`src/rtl/conv_window_buffer.sv`:
```
// Streaming 3x3 window generator: two line buffers plus a shifting 3x3 register window.
// One cycle from the completing pixel to win_valid; input stalls while a window is held unconsumed.
module conv_window_buffer #(
  parameter int WIDTH  = 8,
  parameter int HEIGHT = 8
) (
  input  logic        clk,
  input  logic        rst,
  input  logic [7:0]  in_pixel,
  input  logic        in_valid,
  output logic        in_ready,
  output logic [71:0] win_out,
  output logic        win_valid,
  input  logic        win_ready,
  output logic        win_last
);

  localparam int CW = $clog2(WIDTH);
  localparam int RW = $clog2(HEIGHT);

  logic [CW-1:0] col;
  logic [RW-1:0] row;
  logic [7:0]    lb0 [WIDTH];
  logic [7:0]    lb1 [WIDTH];
  logic [7:0]    win [9];
  logic          accept;
  logic          col_end;
  logic          row_end;
  logic          emit;

  assign in_ready = !win_valid || win_ready;
  assign accept   = in_valid && in_ready;
  assign col_end  = (col == CW'(WIDTH - 1));
  assign row_end  = (row == RW'(HEIGHT - 1));
  assign emit     = (row >= RW'(2)) && (col >= CW'(2));

  always_ff @(posedge clk) begin
    if (rst) begin
      col <= '0;
      row <= '0;
    end else if (accept) begin
      if (col_end) begin
        col <= '0;
        row <= row_end ? '0 : row + RW'(1);
      end else begin
        col <= col + CW'(1);
      end
    end
  end

  // Line buffers are never reset; every entry is rewritten before a window can use it.
  always_ff @(posedge clk) begin
    if (!rst && accept) begin
      lb0[col] <= lb1[col];
      lb1[col] <= in_pixel;
    end
  end

  always_ff @(posedge clk) begin
    if (rst) begin
      for (int k = 0; k < 9; k++) win[k] <= '0;
      win_valid <= 1'b0;
      win_last  <= 1'b0;
    end else if (accept) begin
      win[0] <= win[1];
      win[1] <= win[2];
      win[2] <= lb0[col];
      win[3] <= win[4];
      win[4] <= win[5];
      win[5] <= lb1[col];
      win[6] <= win[7];
      win[7] <= win[8];
      win[8] <= in_pixel;
      // Columns 0/1 still shift the window but hold stale left columns, so they never emit.
      win_valid <= emit;
      win_last  <= emit && row_end && col_end;
    end else if (win_ready) begin
      win_valid <= 1'b0;
      win_last  <= 1'b0;
    end
  end

  for (genvar k = 0; k < 9; k++) begin : g_pack
    assign win_out[8*k +: 8] = win[k];
  end

endmodule

```
`config.mk`:
```
export PLATFORM = sky130hd
export DESIGN_NAME = conv_window_buffer
export DESIGN_NICKNAME = d
export VERILOG_FILES = /design/src/rtl/conv_window_buffer.sv
export SDC_FILE = /design/constraint.sdc
export NUM_CORES = 1
export LEC_CHECK = 0
export ABC_AREA = 1
export CAP_MARGIN = 20
export CORE_ASPECT_RATIO = 1.75
export CORE_UTILIZATION = 45
export CTS_BUF_LIST = sky130_fd_sc_hd__clkbuf_8
export CTS_CLUSTER_SIZE = 20
export DETAILED_ROUTE_END_ITERATION = 6
export GPL_TIMING_DRIVEN = 0
export PLACE_DENSITY = 0.68
export SLEW_MARGIN = 40
export SYNTH_ARGS = -nofsm -noshare
export SYNTH_HDL_FRONTEND = slang
export SYNTH_SLANG_ARGS = --single-unit
```
`constraint.sdc`:
```
create_clock -name clk -period 3.2 [get_ports clk]
set_clock_uncertainty 0.1 [all_clocks]
set_input_delay 0.8 -clock clk [delete_from_list [all_inputs] [get_ports clk]]
set_output_delay 0.8 -clock clk [all_outputs]
set_load 0.1 [all_outputs]
```
==> metrics.txt <==
Tcrit/Tclk final=89.5%; Final HPWL DP=12500 um; Syn Inst Count=801; Hold WS=378 ps; post-layout min period=2860 ps; CTS Buf Count=30; unique cell type count in the Yosys netlist=18; # resized after CTS=0; Peak Freq=349 MHz; clock-pin slew on the worst setup and hold paths=70 ps; worst path bufs/invs=3; largest cells by area after synthesis=edfxtp_1, inv_1, nand2_1; Skew-Pair Late Insertion Delay=560 ps; largest net degree at the start of global routing=74; delay of the slowest critical-path stage=590 ps; Comb pwr share=16.0%; critical path class=in2reg; CP cell instances=clkdlybuf4s50_1, inv_2, nand2_2, nand2_1, nor2_2, buf_2, nand2_1, nor2_4; CP Capture Type=flop; synthesized flop and latch total=211; Crit path max-delay family=simple AND/OR/NAND/NOR gates; antenna viol nets, final=0; Hold Path Class=reg2reg; Area growth syn-to-layout=17.5%; DRT Wirelength=19000 um; Cell Pwr Density=602 nW/um2; CTS root buffer=clkbuf_8; RSZ-0062 raised after global routing=no; Tot Pwr=6160 uW; total grt overflow=0; number of global-route vias before repair=5681; slowest CP cell=nor2_4; H-Tree Depth=1; asr flop ratio synth=0%; # setup viols final=0; die width=107 um; dominant synthesized flop cell=edfxtp_1; peak supply drop=0.301 mV; CTS tree=yes; first-pass GRT wire length=29000 um; Final nets=942; gpl congestion=0.786; Rows=67; CP most frequent cell=nand2_1; Hold Fails Final Rpt=0; Synth top area share=68.9%; sequential power share=51.8%; Core ar.=19000 um2; die height=186 um; DR vias=5753; syn nets=819; internal power=4300 uW; # fillers=1659; P_leak=0.00455 uW; Cell Area, Synth=8720 um2; slew margin rel.=53.1%; most frequent cells in the layout=edfxtp_1, inv_1, nand2_1, nor2_1, buf_2; data required time of the worst path=3280 ps; setup_tns=0 ps; CTS Buffer Depth=3; Worst-Margin Slew=703 ps; Ports=87; Via-to-Cell Ratio=4.84; Synth Area per Inst=10.9 um2; share of post-route cells with drive strength above 1=17.2%; drt pass-1 iters=5; Clk pwr share=32.2%; P_sw=1860 uW; # Post-CTS Setup Buffers=0; die area=20000 um2; drt wl/cell=15.9 um; Max FO, Critical Path=16; cell taking the most area after synthesis=edfxtp_1; EDFF count, synth=200; Ys Warns=0; # Max-Cap Violations=0; CTS sink cnt=211; CP arrival=2940 ps; # hold bufs at CTS=0; DR iter-0 viols=365; commonest non-fill, non-tap cell in the layout=edfxtp_1; PortBufs=86; startpoint types=primary input; antenna fix cells=0; initial antenna violation count=0; sequential area share after synthesis=71.4%; Residual DRC=0; Global Route Usage Sum=19.5%; fin. max-slew vios=0; Initial Util=45.8%; status=finished clean; Sw Ratio=30.1%
-- area by class of cell --
cell class	count	area, um2	share of cell area (%)
clock buffers	34	468	4.57
repair buffers	91	573	5.60
plain buffers	32	219	2.14
flip-flops and latches	211	6230	60.8
well taps	241	302	2.95
inverters	183	687	6.71
multi-input cells	375	1660	16.2
clock inverters	22	103	1.00
-- tightest hold or removal path, stage by stage (launching register included) --
cell	delay, ps
dfxtp_1	310
nand2_1	60
o22ai_1	60
-- power groups by stage --
stage                     combinational, uW  clock, uW  sequential (uW)
after CTS                               988       2020             3190
after detailed placement                987          0             3250
after floorplan                         271          0             3730
after global placement                 1020          0             3250
after global routing                   1040       2140             3200
final                                   986       1980             3190
-- cells by family (layout without fill, tap and decap cells) --
family	Yosys count	in the layout	synth area share (%)
AND/OR/NAND/NOR	352	352	16.3
adder cells (fa/ha/maj)	6	6	0.861
buffers and inverters	215	362	10.4
AO/OA/AOI/OAI	17	17	1.02
flip-flops	211	211	71.4
-- Yosys cell counts, types with 3 or more instances --
| cell type | count |
|---|---|
| inv_1 | 181 |
| dfxtp_1 | 11 |
| o22ai_1 | 3 |
| clkbuf_1 | 6 |
| buf_2 | 13 |
| buf_6 | 10 |
| ha_1 | 6 |
| nor2_1 | 107 |
| a21oi_1 | 12 |
| nand3_1 | 75 |
| edfxtp_1 | 200 |
| nand2_1 | 168 |
-- routing by layer --
metal  global-route usage [%]  vias up  routed length, um
met1                     20.6     2690               6610
met4                     10.2        0                813
met3                     2.42       59               1180
met5                        0        -                  0
met2                     37.1      239              10400
li1                         -     2765                  -
-- state kept, by name (all words and copies together) (netlist names), named ones only --
name / cells
win_last: 1
col: 3
win: 72
lb1: 64
lb0: 64
row: 3
win_valid: 1
-- worst paths after layout --
path	from	to	slack, ps	depth (start not counted)
worst max-delay path	win_ready	lb1[3][3]	340	8
worst min-delay path	win_last	win_last	380	2
worst max register to register	win_valid	lb1[3][3]	750	6
worst min register to register	win_last	win_last	380	2
-- per-stage QoR --
stage | worst slack, ps | cell area, um2 | instances | util [%]
2_1_floorplan | 33.0 | 8720 | 801 | -
3_3_place_gp | -785 | 9880 | 1128 | 51.9
3_5_place_dp | -228 | 9670 | 1133 | 50.8
4_1_cts | 344 | 10200 | 1189 | 53.8
5_1_grt | 220 | 10200 | 1189 | 53.8
6_report | 337 | 10200 | 1189 | 53.8
Note: power is estimated with default switching activity, not from simulation.
